### config.mk
export PLATFORM = sky130hd
export DESIGN_NAME = psi_dma_arbiter
export DESIGN_NICKNAME = d
export VERILOG_FILES = /design/src/rtl/psi_dma_arbiter_pkg.sv /design/src/rtl/psi_dma_arbiter_rr_pick.sv /design/src/rtl/psi_dma_arbiter.sv
export SDC_FILE = /design/constraint.sdc
export NUM_CORES = 1
export LEC_CHECK = 0
export ABC_AREA = 1
export BUFFER_PORTS_ARGS = -buffer_cell sky130_fd_sc_hd__clkbuf_2
export CORE_MARGIN = 3
export CORE_UTILIZATION = 39
export CTS_CLUSTER_DIAMETER = 200
export CTS_CLUSTER_SIZE = 30
export DETAILED_ROUTE_END_ITERATION = 7
export PLACE_DENSITY = 0.78
export SYNTH_ARGS = -nofsm -noshare
export SYNTH_HDL_FRONTEND = slang
export SYNTH_HIERARCHICAL = 1
export SYNTH_SLANG_ARGS = --single-unit
### constraint.sdc
create_clock -name p_clk -period 1.6 [get_ports p_clk]
set_input_delay 0.32 -clock p_clk [delete_from_list [all_inputs] [get_ports p_clk]]
set_output_delay 0.32 -clock p_clk [all_outputs]
set_load 0.02 [all_outputs]
### src/rtl/psi_dma_arbiter_pkg.sv
// Shared types for the psi DMA arbiter: FSM state encoding.
package psi_dma_arbiter_pkg;

  typedef enum logic [1:0] {
    ARB_IDLE = 2'd0,
    ARB_WGNT = 2'd1,
    ARB_XFER = 2'd2,
    ARB_GAP  = 2'd3
  } arb_state_e;

endpackage

### src/rtl/psi_dma_arbiter_rr_pick.sv
// Rotate-priority encoder: first set request at or after ptr, wrapping.
module psi_rr_pick #(
  parameter  int unsigned NREQ = 4,
  localparam int unsigned IW   = $clog2(NREQ)
) (
  input  logic [NREQ-1:0] req,
  input  logic [IW-1:0]   ptr,
  output logic [NREQ-1:0] onehot,
  output logic [IW-1:0]   index,
  output logic            any
);

  int unsigned idx;

  always_comb begin
    onehot = '0;
    index  = '0;
    idx    = 0;
    any    = |req;
    // Scan from the farthest slot back towards ptr so the nearest hit is written last.
    for (int unsigned k = 0; k < NREQ; k++) begin
      idx = (32'(ptr) + NREQ - 1 - k) % NREQ;
      if (req[idx]) begin
        onehot      = '0;
        onehot[idx] = 1'b1;
        index       = IW'(idx);
      end
    end
  end

endmodule

### src/rtl/psi_dma_arbiter.sv
// Round-robin arbiter sharing the psi parallel port among NREQ DMA requesters.
module psi_dma_arbiter
  import psi_dma_arbiter_pkg::*;
#(
  parameter  int unsigned DSIZE    = 32,
  parameter  int unsigned NREQ     = 4,
  parameter  int unsigned MAX_PKTS = 4,
  parameter  int unsigned GAP_CYC  = 2,
  localparam int unsigned IW       = $clog2(NREQ)
) (
  input  logic                  p_clk,
  input  logic                  n_rst,
  input  logic [NREQ-1:0]       m_req,
  input  logic [NREQ*DSIZE-1:0] m_data,
  input  logic [NREQ-1:0]       m_pkt_end,
  output logic [NREQ-1:0]       m_grant,
  output logic [NREQ-1:0]       m_ready,
  output logic                  psi_req,
  input  logic                  psi_grant,
  input  logic                  psi_ready,
  output logic [DSIZE-1:0]      psi_data,
  output logic                  psi_pkt_end,
  output logic [IW-1:0]         owner,
  output logic                  busy,
  output logic                  proto_err
);

  localparam int unsigned CW = $clog2(MAX_PKTS + 1);
  localparam int unsigned GW = (GAP_CYC > 1) ? $clog2(GAP_CYC) : 1;

  arb_state_e      state, state_nxt;
  logic [IW-1:0]   owner_q, owner_nxt, rr_ptr, rr_nxt;
  logic [NREQ-1:0] own_oh, own_oh_nxt;
  logic [CW-1:0]   pkt_cnt, pkt_cnt_nxt;
  logic [GW-1:0]   gap_cnt, gap_cnt_nxt;
  logic            in_pkt, in_pkt_nxt, err_nxt;
  logic            try_pick, leave;
  logic [NREQ-1:0] pick_oh;
  logic [IW-1:0]   pick_idx;
  logic            pick_any;
  logic            own_req, own_end, others, beat;

  psi_rr_pick #(.NREQ(NREQ)) u_pick (
    .req    (m_req),
    .ptr    (rr_ptr),
    .onehot (pick_oh),
    .index  (pick_idx),
    .any    (pick_any)
  );

  always_comb begin
    own_req = m_req[owner_q];
    own_end = m_pkt_end[owner_q];
    others  = |(m_req & ~own_oh);
    beat    = (state == ARB_XFER) && psi_grant && psi_ready && own_req;

    state_nxt   = state;
    owner_nxt   = owner_q;
    own_oh_nxt  = own_oh;
    rr_nxt      = rr_ptr;
    pkt_cnt_nxt = pkt_cnt;
    gap_cnt_nxt = gap_cnt;
    in_pkt_nxt  = in_pkt;
    err_nxt     = 1'b0;
    try_pick    = 1'b0;
    leave       = 1'b0;

    case (state)
      ARB_IDLE: try_pick = 1'b1;
      ARB_WGNT: begin
        if (!own_req)       leave     = 1'b1;
        else if (psi_grant) state_nxt = ARB_XFER;
      end
      ARB_XFER: begin
        if (!psi_grant) begin
          leave   = 1'b1;
          err_nxt = 1'b1;
        end else if (!own_req) begin
          leave   = 1'b1;
          err_nxt = in_pkt;
        end else if (beat) begin
          if (own_end) begin
            in_pkt_nxt = 1'b0;
            if (pkt_cnt != CW'(MAX_PKTS)) pkt_cnt_nxt = pkt_cnt + CW'(1);
            if ((pkt_cnt_nxt == CW'(MAX_PKTS)) && others) leave = 1'b1;
          end else begin
            in_pkt_nxt = 1'b1;
          end
        end
      end
      ARB_GAP: begin
        // The last gap cycle doubles as the pick cycle so psi_req stays low exactly GAP_CYC cycles.
        if (gap_cnt == '0) begin
          state_nxt = ARB_IDLE;
          try_pick  = 1'b1;
        end else begin
          gap_cnt_nxt = gap_cnt - GW'(1);
        end
      end
      default: state_nxt = ARB_IDLE;
    endcase

    if (try_pick && pick_any) begin
      state_nxt  = ARB_WGNT;
      owner_nxt  = pick_idx;
      own_oh_nxt = pick_oh;
    end

    if (leave) begin
      state_nxt   = ARB_GAP;
      gap_cnt_nxt = GW'(GAP_CYC - 1);
      rr_nxt      = (owner_q == IW'(NREQ - 1)) ? '0 : owner_q + IW'(1);
      pkt_cnt_nxt = '0;
      in_pkt_nxt  = 1'b0;
    end
  end

  always_ff @(posedge p_clk or negedge n_rst) begin
    if (!n_rst) begin
      state     <= ARB_IDLE;
      owner_q   <= '0;
      own_oh    <= '0;
      rr_ptr    <= '0;
      pkt_cnt   <= '0;
      gap_cnt   <= '0;
      in_pkt    <= 1'b0;
      proto_err <= 1'b0;
    end else begin
      state     <= state_nxt;
      owner_q   <= owner_nxt;
      own_oh    <= own_oh_nxt;
      rr_ptr    <= rr_nxt;
      pkt_cnt   <= pkt_cnt_nxt;
      gap_cnt   <= gap_cnt_nxt;
      in_pkt    <= in_pkt_nxt;
      proto_err <= err_nxt;
    end
  end

  always_comb begin
    psi_req     = (state == ARB_WGNT) || (state == ARB_XFER);
    m_grant     = psi_req ? own_oh : '0;
    m_ready     = ((state == ARB_XFER) && psi_ready && psi_grant) ? own_oh : '0;
    psi_data    = (state == ARB_XFER) ? m_data[owner_q*DSIZE +: DSIZE] : '0;
    psi_pkt_end = (state == ARB_XFER) && own_end;
    owner       = owner_q;
    busy        = (state != ARB_IDLE);
  end

endmodule

==> metrics.txt, run 1 <==
status complete, but fails checks; failing checks setup timing; Num Clock Sinks 16; Final Hold Viols 0; cell taking the most area after synthesis nor2_1; number of distinct library cells after synthesis 27; WP data arrival 1610 ps; share of the synthesized area in the top cell type 20.1%; critical path class reg -> out; DR iter-0 viols 284; Post-synth EDFFs 0; Max Clk Rate 518 MHz; type of origin of the critical path flip-flop; Vias/cell approximately 5.3; Worst Tran Pin Value 457 ps; residual overflow from global routing 0; critical-path maximum fanout 14; Die Area between 7000 and 8000 sq um; final setup vio count 56; aggregate routed wire length around 13000 um; area delta synth->final 91.7%; Max-slew headroom 69.5%; CP Capture Type primary output; Core Util, Final about four fifths; PwrDens 2090 nW/um^2; largest net degree at the start of global routing 28; # DRC 0; Yosys warnings 6; FFs w/ async S/R, synth 100%; crit share post-route 121%; RSZ-0062 raised after global routing true; Worst-path clk slew around 70 ps; io pins roughly 190; Setup Skew 6.63 ps; share of layout cells above drive strength 1 53.2%; hold slack 429 ps; die width between 80 and 90 um; post-synthesis sequential area ratio approximately 15%; Detail Route Antenna Nets 0; number of fill cells in the layout 442; Post-Syn Instances 502; Clock Tree Buf Depth 2; final HPWL from detailed placement 8570 um; total of max-cap violations 0; root buffer cell clkbuf_8; worst-case vdd ir drop roughly 0.0010 V; Syn Nets 655; CTS tree built; top post-synthesis cells by count 144 x nor2_1, 93 x nand2_1, 75 x o21ai_0; All-Layer GR Usage 29.5%; NumNets Final 881; Mapped Avg Cell Area 5.36 sq um; RePlAce Congestion 0.905; first-pass GRT wire length 18700 um; Starting Density about two fifths; ANT cells 0; Final Max Slew Viols 0; Min-Delay Path Class in -> reg; Lkg Pwr 0.00267 uW; H-tree levels 1; FF+latch count, synth 16; vias in the first global route just over 4000; TritonRoute pass-1 iters 5; Core Region around 6500 sq um; dominant synthesized flop cell dfrtp_1; Vias 4287; Tmin final 1930 ps; # rows 29; CTS Buf Count 3; Buffers on Ports between 150 and 200; most frequent cell after synthesis nor2_1; wire per inst roughly 16 um; Skew-Pair Late Insertion Delay 260 ps; Die Y ~89 um; top cells by area, synth nor2_1 20%, dfrtp_1 15%, o21ai_0 14%; final setup margin -332 ps; Post-Synthesis Cell Area 2690 sq um; worst endpoint required time 1280 ps; initial antenna violation count 0
-- stage by stage --
step | instance area, sq um | total power, uW | instances | setup TNS [ps] | setup slack [ps]
after floorplan | 2940 | 5560 | 502 | -179 | -7.43
after global placement | 4050 | 7250 | 772 | -935 | -84.8
after detailed placement | 4050 | 7370 | 772 | -1700 | -104
after CTS | 4860 | 9620 | 798 | -9440 | -287
after global routing | 5160 | 11500 | 804 | -15010 | -383
final | 5160 | 10800 | 804 | -11470 | -332
-- critical path: stages, from the launching register on --
cell	delay, ps
dfrtp_2	380
buf_12	170
buf_16	150
nor2_1	50
nor2_1	170
o21ai_1	110
a21oi_2	160
clkbuf_8	160
-- registers in the layout (all words and copies together) (netlist names) --
register   count
proto_err      1
rr_ptr         2
pkt_cnt        3
gap_cnt        1
owner          2
in_pkt         1
own_oh         4
state          2
-- worst paths after layout --
kind | from | endpoint | cells past startpoint | slack, ps
max in group asynchronous | n_rst | state[1]$_DFFE_PN0P_ | 2 | 720
worst max-delay path | owner[0]$_DFFE_PN0P_ | psi_data[18] | 7 | -330
worst max register to register | owner[0]$_DFFE_PN0P_ | pkt_cnt[1]$_DFFE_PN0P_ | 13 | -230
worst min register to register | pkt_cnt[2]$_DFFE_PN0P_ | pkt_cnt[2]$_DFFE_PN0P_ | 2 | 540
worst min-delay path | psi_grant | proto_err$_DFF_PN0_ | 4 | 430
min in group asynchronous | n_rst | own_oh[2]$_DFFE_PN0P_ | 2 | 530
-- where the power goes --
group	leakage (uW)	switching [uW]	internal, uW
clock network	0.0000228	163	177
logic	0.00245	5400	4280
registers	0.000200	186	584
-- area by class of cell --
type / instances / area, sq um / area share (%)
clock buffers: 4 / 45.0 / 0.873
inverters: 47 / 219 / 4.25
multi-input cells: 413 / 2440 / 47.4
flip-flops and latches: 16 / 407 / 7.88
well taps: 77 / 96.3 / 1.87
repair buffers: 247 / 1950 / 37.7
-- layout by cell type (no fill, tap or decap), types with 11 or more instances in the layout --
cell type / synthesis / layout
inv_1: 42 / 33
buf_6: 4 / 13
dfrtp_1: 16 / 11
clkbuf_2: 0 / 143
a21oi_2: 0 / 35
nand2_1: 93 / 74
nand2_2: 11 / 25
buf_4: 0 / 43
nor2_1: 144 / 127
clkbuf_8: 0 / 34
o21ai_1: 2 / 64
-- kinds of logic after synthesis --
family | after synthesis | share of synthesized area, %
simple gates | 282 | 44.7
compound gates | 116 | 21.9
buf+inv | 75 | 12.5
flops | 16 | 14.9
fa+ha+maj | 13 | 6.05
-- repair_timing --
item / 4_1_cts / 5_1_grt
resized for setup: 149 / 83
gates cloned: 5 / 1
hold buffers: 1 / 0
buffers inserted: 16 / 5
pin swaps: 18 / 23
hold endpoints to repair: 3 / 0
setup endpoints to repair: 56 / 57
-- routing by layer --
layer | part of all wire [%] | routed length (um) | GRT usage [%] | up-vias
met5 | 0 | 0 | 0 | -
li1 | - | - | - | 2059
met1 | 38 | 4910 | 33.7 | 1964
met2 | 53 | 6910 | 55.6 | 223
met3 | 6.5 | 846 | 4.42 | 41
met4 | 3.2 | 420 | 9.88 | 0
Power figures use the tool's default switching activity.
==> inputs of run 2 (changes only) <==
--- a/config.mk
+++ b/config.mk
@@ -8,12 +8,11 @@
 export ABC_AREA = 1
 export BUFFER_PORTS_ARGS = -buffer_cell sky130_fd_sc_hd__clkbuf_2
 export CORE_MARGIN = 3
-export CORE_UTILIZATION = 39
+export CORE_UTILIZATION = 38
 export CTS_CLUSTER_DIAMETER = 200
 export CTS_CLUSTER_SIZE = 30
 export DETAILED_ROUTE_END_ITERATION = 7
 export PLACE_DENSITY = 0.78
 export SYNTH_ARGS = -nofsm -noshare
 export SYNTH_HDL_FRONTEND = slang
-export SYNTH_HIERARCHICAL = 1
 export SYNTH_SLANG_ARGS = --single-unit
==> run 2 against run 1 <==
Net effect: the run ends with hold timing, setup timing left; worst setup slack improved by 3.7 ps; maximum frequency up 0.19%; via count down 2.1%; first-iteration DRC count up 29%; largest cell class unchanged.
==> metrics.txt, run 2 <==
failing checks hold timing, setup timing; final HPWL from detailed placement 8230 um (-4.0%); NumNets Final 844 (-4.2%); Vias 4196 (-2.1%); Worst-path clk slew 60 ps (about the same); dominant synthesized flop cell dfrtp_1; Die Area 7710 sq um (-2.8%); Syn Nets 621 (-5.2%); Num Clock Sinks 16 (unchanged); first-pass GRT wire length 17200 um (-8.3%); number of distinct library cells after synthesis 32 (+19%); area delta synth->final 96.2%; worst flop-to-flop path endpoint state[1]$_DFFE_PN0P_; worst endpoint required time 1280 ps (about the same); cell mode on critical path nor2_1; Vias/cell 5.46 (+2.3%); final std cells w/o fill 769 (-4.4%); TritonRoute pass-1 iters 5 (unchanged); Buffers on Ports 185 (unchanged); max incr delay on CP 390 ps (about the same); aggregate routed wire length 12800 um (-1.9%); Clock Tree Buf Depth 2 (unchanged); biggest regs own_oh (4), pkt_cnt (3); CTS tree built; Die Y 87.8 um (-1.4%); RSZ-0062 raised after global routing true; Skew-Pair Late Insertion Delay 250 ps (about the same); FF+latch count, synth 16 (unchanged); Post-Synthesis Cell Area 2540 sq um (-5.5%); Yosys warnings 0 (-6); hold slack -8.87 ps (-438 ps); root buffer cell clkbuf_8; residual overflow from global routing 0 (unchanged); CP Capture Type primary output; total of max-cap violations 0 (unchanged); critical path class reg -> out; worst-case vdd ir drop 0.00115 V (+11%); FF-to-FF setup slack -210 ps (+20 ps); cell taking the most area after synthesis nor2_1; Final Hold Viols 16 (+16); Largest register FFs 4 (unchanged); final setup vio count 55 (-1.8%); Post-synth EDFFs 0 (unchanged); final setup margin -328 ps (+3.71 ps); CTS Buf Count 3 (unchanged); Post-Syn Instances 470 (-6.4%); wire per inst 16.7 um (+2.6%); Detail Route Antenna Nets 0 (unchanged); io pins 186 (unchanged); die width 87.8 um (-1.4%); commonest non-fill, non-tap cells in the layout 143 x clkbuf_2, 124 x nor2_1, 53 x nand2_1, 51 x o21ai_1, 39 x buf_4; Max Clk Rate 519 MHz (+0.19%); CP max-delay cell dfrtp_2; share of the synthesized area in the top cell type 21.4% (+1.3 points); Setup Skew 1.29 ps (-5.33 ps); Mapped Avg Cell Area 5.41 sq um (+0.95%); Worst Tran Pin Value 426 ps (-31.2 ps); Tmin final 1930 ps (-3.71 ps); type of origin of the critical path flip-flop; WP data arrival 1610 ps (about the same); ANT cells 0 (unchanged); Lkg Pwr 0.00252 uW (-5.7%); Min-Delay Path Class in -> async; # rows 29 (unchanged); post-synthesis sequential area ratio 15.7% (+0.86 points); RePlAce Congestion 0.885 (-2.3%); DR iter-0 viols 366 (+29%); H-tree levels 1 (unchanged); status complete, but fails checks; largest net degree at the start of global routing 29 (+3.6%); most frequent cell after synthesis nor2_1; initial antenna violation count 0 (unchanged); # DRC 0 (unchanged); FFs w/ async S/R, synth 100% (unchanged); R2R Path Start owner[0]$_DFFE_PN0P_; PwrDens 2310 nW/um^2 (+10%); worst path cell trace buf_12 -> clkbuf_16 -> nor2_1 -> nor2_1 -> o21ai_2 -> a21oi_2 -> clkbuf_8; most common cell after layout, fill and taps aside clkbuf_2; Final Max Slew Viols 0 (unchanged); All-Layer GR Usage 27.6% (-1.9 points); Core Region 6420 sq um (-1.7%); share of layout cells above drive strength 1 56.4% (+3.1 points); top cells by area, synth nor2_1 21%, dfrtp_1 16%, o21ai_0 13%; pre-CTS setup slack -118 ps (-14.2 ps); Starting Density 39.6% (-1.6 points); critical-path maximum fanout 12 (-2); DP Cell Count 737 (-4.5%); Biggest register own_oh; top post-synthesis cells by count 145 x nor2_1, 70 x nand2_1, 68 x o21ai_0; worst r2r path cells 14 (+1); Max-slew headroom 71.6% (+2.1 points); crit share post-route 121% (-0.23 points); vias in the first global route 3824 (-7.4%); hold_buf cts 0 (-1)
run 2: cell types whose count changed in the layout (fill, tap and decap cells not counted), moves of 9 or more:
cell	delta
o21ai_0	+11
o21ai_1	-13
inv_1	-13
inv_2	+11
nand2_1	-21
nor2_2	+9
run 2: cell families (layout without fill, tap and decap cells):
family	count (synthesis)	after routing	synth area share (%)
flops	16	16	15.7
simple gates	243	244	40.3
buf+inv	71	292	11.7
compound gates	129	129	26.9
fa+ha+maj	11	11	5.41
run 2: through the flow:
step,setup TNS (ps),cell area [sq um],utilization [%],power [uW]
2_1_floorplan,-951,2840,-,5990
3_3_place_gp,-205,3970,61.9,7870
3_5_place_dp,-1090,3970,61.9,8050
4_1_cts,-8220,4590,71.5,9990
5_1_grt,-13900,4990,77.7,12300
6_report,-10250,4990,77.7,11500
run 2: metal layers:
layer	global-route usage (%)	vias to the layer above	share of wire, %
met3	3.10	64	7.7
met5	0	-	0
met2	50.4	283	51
met4	10.9	0	5.6
li1	-	1954	-
met1	32.6	1895	36
run 2: cell type report:
type | count | area, sq um
well taps | 77 | 96.3
repair buffers | 243 | 1930
inverters | 44 | 185
multi-input cells | 384 | 2310
clock buffers | 4 | 55.1
repair inverters | 1 | 6.26
flip-flops and latches | 16 | 405
fillers | 414 | 1430
run 2: worst max-delay path, delay by kind of cell, from the launching register on:
family                 cells  cell delay [ps]
flip-flops                 1              390
buffers and inverters      3              510
AO/OA/AOI/OAI              2              270
AND/OR/NAND/NOR            2              190
run 2: timing repair:
action / 4_1_cts / 5_1_grt
pin swaps: 10 / 27
buffers inserted: 15 / 5
setup endpoints to repair: 54 / 57
gates cloned: 3 / 5
gates resized for setup: 128 / 109
run 2: how the worst max path moves through the flow:
stage                           from                    end  slack, ps  cells after the start
3_3_place_gp   rr_ptr[0]$_DFFE_PN0P_   owner[0]$_DFFE_PN0P_        -20                      9
3_5_place_dp   rr_ptr[0]$_DFFE_PN0P_  own_oh[2]$_DFFE_PN0P_       -120                     12
2_1_floorplan   state[0]$_DFFE_PN0P_   state[1]$_DFFE_PN0P_        -40                     13
5_1_grt         owner[0]$_DFFE_PN0P_            psi_data[4]       -380                      7
6_report        owner[0]$_DFFE_PN0P_            psi_data[4]       -330                      7
4_1_cts         owner[0]$_DFFE_PN0P_           psi_data[19]       -250                      6
run 2: report_power, final:
group          internal [uW]  switching (uW)
Clock                    218             144
Combinational           4660            5710
Sequential               613             195
Total                   5490            6050
==> inputs of run 3 (changes only) <==
--- a/config.mk
+++ b/config.mk
@@ -13,6 +13,7 @@
 export CTS_CLUSTER_SIZE = 30
 export DETAILED_ROUTE_END_ITERATION = 7
 export PLACE_DENSITY = 0.78
+export RECOVER_POWER = 50
 export SYNTH_ARGS = -nofsm -noshare
 export SYNTH_HDL_FRONTEND = slang
 export SYNTH_SLANG_ARGS = --single-unit
==> run 3 against run 2 <==
Net effect: the run ends with setup timing left; first-iteration DRC count grew 0.27%; utilization is essentially flat; die area is the same; worst setup slack lost 37 ps; power is essentially flat; critical path depth is the same; flip-flop and latch count is the same.
==> metrics.txt, run 3 (synthesis results as in run 2) <==
RSZ-0062 raised after global routing true; Core Region 6420 sq um (unchanged); switching share of power 52.4% (about the same); setup TNS -10440 ps (-190 ps); failing checks setup timing; Starting Density 39.6% (unchanged); CP Capture Type primary output; worst endpoint required time 1280 ps (about the same); P_sw 6050 uW (about the same); TritonRoute pass-1 iters 5 (unchanged); crit share post-route 123% (+2.3 points); worst r2r path cells 14 (unchanged); met2 usage 50.4% (unchanged); share of layout cells above drive strength 1 56.2% (-0.14 points); biggest regs own_oh (4), pkt_cnt (3); CTS tree built; Die Area 7710 sq um (unchanged); first-pass GRT wire length 17200 um (unchanged); CTS Buf Count 3 (unchanged); Num Clock Sinks 16 (unchanged); root buffer cell clkbuf_8; H-tree levels 1 (unchanged); status complete, but fails checks; Lkg Pwr 0.00251 uW (-0.12%); die width 87.8 um (unchanged); io pins 186 (unchanged); hold slack 172 ps (+181 ps); Internal Pwr Total 5490 uW (about the same); vias in the first global route 3824 (unchanged); Skew-Pair Late Insertion Delay 250 ps (about the same); All-Layer GR Usage 27.6% (unchanged); residual overflow from global routing 0 (unchanged); RePlAce Congestion 0.885 (unchanged); aggregate routed wire length 12800 um (unchanged); met3 Use GR 3.10% (unchanged); R2R Path Start owner[0]$_DFFE_PN0P_; final setup vio count 54 (-1.8%); placed inst area 3970 sq um (unchanged); WP data arrival 1650 ps (+40 ps); largest net degree at the start of global routing 29 (unchanged); critical-path maximum fanout 12 (unchanged); Tmin final 1970 ps (+36.9 ps); total of max-cap violations 0 (unchanged); Seq pwr share 7.0% (about the same); worst flop-to-flop path endpoint state[1]$_DFFE_PN0P_; initial antenna violation count 0 (unchanged); Vias 4195 (-0.024%); Clock Tree Buf Depth 2 (unchanged); Die Y 87.8 um (unchanged); Biggest register own_oh; clock power share 3.2% (about the same); Comb pwr share 89.8% (about the same); Buffers on Ports 185 (unchanged); Worst Tran Pin Value 910 ps (+484 ps); Largest register FFs 4 (unchanged); type of origin of the critical path flip-flop; Max-slew headroom 39.3% (-32 points); busiest layer in global routing met2; Max Clk Rate 509 MHz (-1.9%); Worst-path clk slew 70 ps (about the same); final setup margin -365 ps (-36.9 ps); number of fill cells in the layout 415 (+0.24%); Min-Delay Path Class in -> async; total power 11500 uW (about the same); Detail Route Antenna Nets 0 (unchanged); Final Max Slew Viols 0 (unchanged); worst-case vdd ir drop 0.00115 V (+0.22%); Final Hold Viols 0 (-16); area delta synth->final 96.2% (about the same); commonest non-fill, non-tap cells in the layout 142 x clkbuf_2, 124 x nor2_1, 53 x nand2_1, 51 x o21ai_1, 39 x buf_4; Vias/cell 5.46 (about the same); Finished Cell Area 4990 sq um (about the same); Setup Skew 2.97 ps (+1.67 ps); most common cell after layout, fill and taps aside clkbuf_2; NumNets Final 844 (unchanged); critical path class reg -> out; FF-to-FF setup slack -210 ps (about the same); # rows 29 (unchanged); PwrDens 2320 nW/um^2 (about the same); # DRC 0 (unchanged); met1 Usage GRT 32.6% (unchanged); DR iter-0 viols 367 (+0.27%); hold_buf cts 0 (unchanged); ANT cells 0 (unchanged); wire per inst 16.7 um (unchanged); pre-CTS setup slack -118 ps (unchanged); final HPWL from detailed placement 8230 um (unchanged)
## run 3: worst max path at each step
stage,start,slack (ps),end
after global routing,owner[0]$_DFFE_PN0P_,-380,psi_data[4]
after global placement,rr_ptr[0]$_DFFE_PN0P_,-20,owner[0]$_DFFE_PN0P_
after detailed placement,rr_ptr[0]$_DFFE_PN0P_,-120,own_oh[2]$_DFFE_PN0P_
final,owner[0]$_DFFE_PN0P_,-370,psi_data[6]
after CTS,owner[0]$_DFFE_PN0P_,-250,psi_data[19]
after floorplan,state[0]$_DFFE_PN0P_,-40,state[1]$_DFFE_PN0P_
## run 3: power groups by stage
stage | Sequential, uW | Clock, uW | Combinational [uW]
after floorplan | 781 | 0 | 5210
after global placement | 798 | 0 | 7070
after detailed placement | 807 | 0 | 7240
after CTS | 785 | 375 | 8830
after global routing | 836 | 393 | 11100
final | 808 | 364 | 10400
## run 3: metrics by stage
step | utilization (%) | std cells
floorplan | - | 470
CTS | 71.5 | 759
detailed placement | 61.9 | 737
finish | 77.7 | 769
global route | 77.7 | 769
global placement | 61.9 | 737
## run 3: critical path, stage by stage, from the launching register on
cell,delay [ps]
dfrtp_2,390
buf_12,160
clkbuf_16,180
nor2_1,60
nor2_1,140
o21ai_2,80
a21oi_2,190
clkbuf_8,180
## run 3: repair_timing
| item | 4_1_cts | 5_1_grt |
|---|---|---|
| pin swaps | 10 | 27 |
| endpoints found under the setup margin | 54 | 57 |
| setup buffers | 15 | 5 |
| gates cloned | 3 | 5 |
| endpoints found under the hold margin | 0 | 0 |
| resized for setup | 128 | 109 |
## run 3: area by class of cell
cell class / instances / area, sq um / share of cell area (%)
timing repair buffer: 243 / 1930 / 38.7
timing repair inverter: 1 / 6.26 / 0.125
multi-input combinational: 384 / 2310 / 46.3
inverter: 44 / 185 / 3.71
clock buffer: 4 / 55.1 / 1.10
sequential: 16 / 405 / 8.13
tap: 77 / 96.3 / 1.93
## run 3: metal layers
layer	vias up	part of all wire (%)	wire length (um)
li1	1954	-	-
met1	1877	35	4520
met2	290	51	6490
met3	74	8.3	1060
met4	0	5.9	762
met5	-	0	0
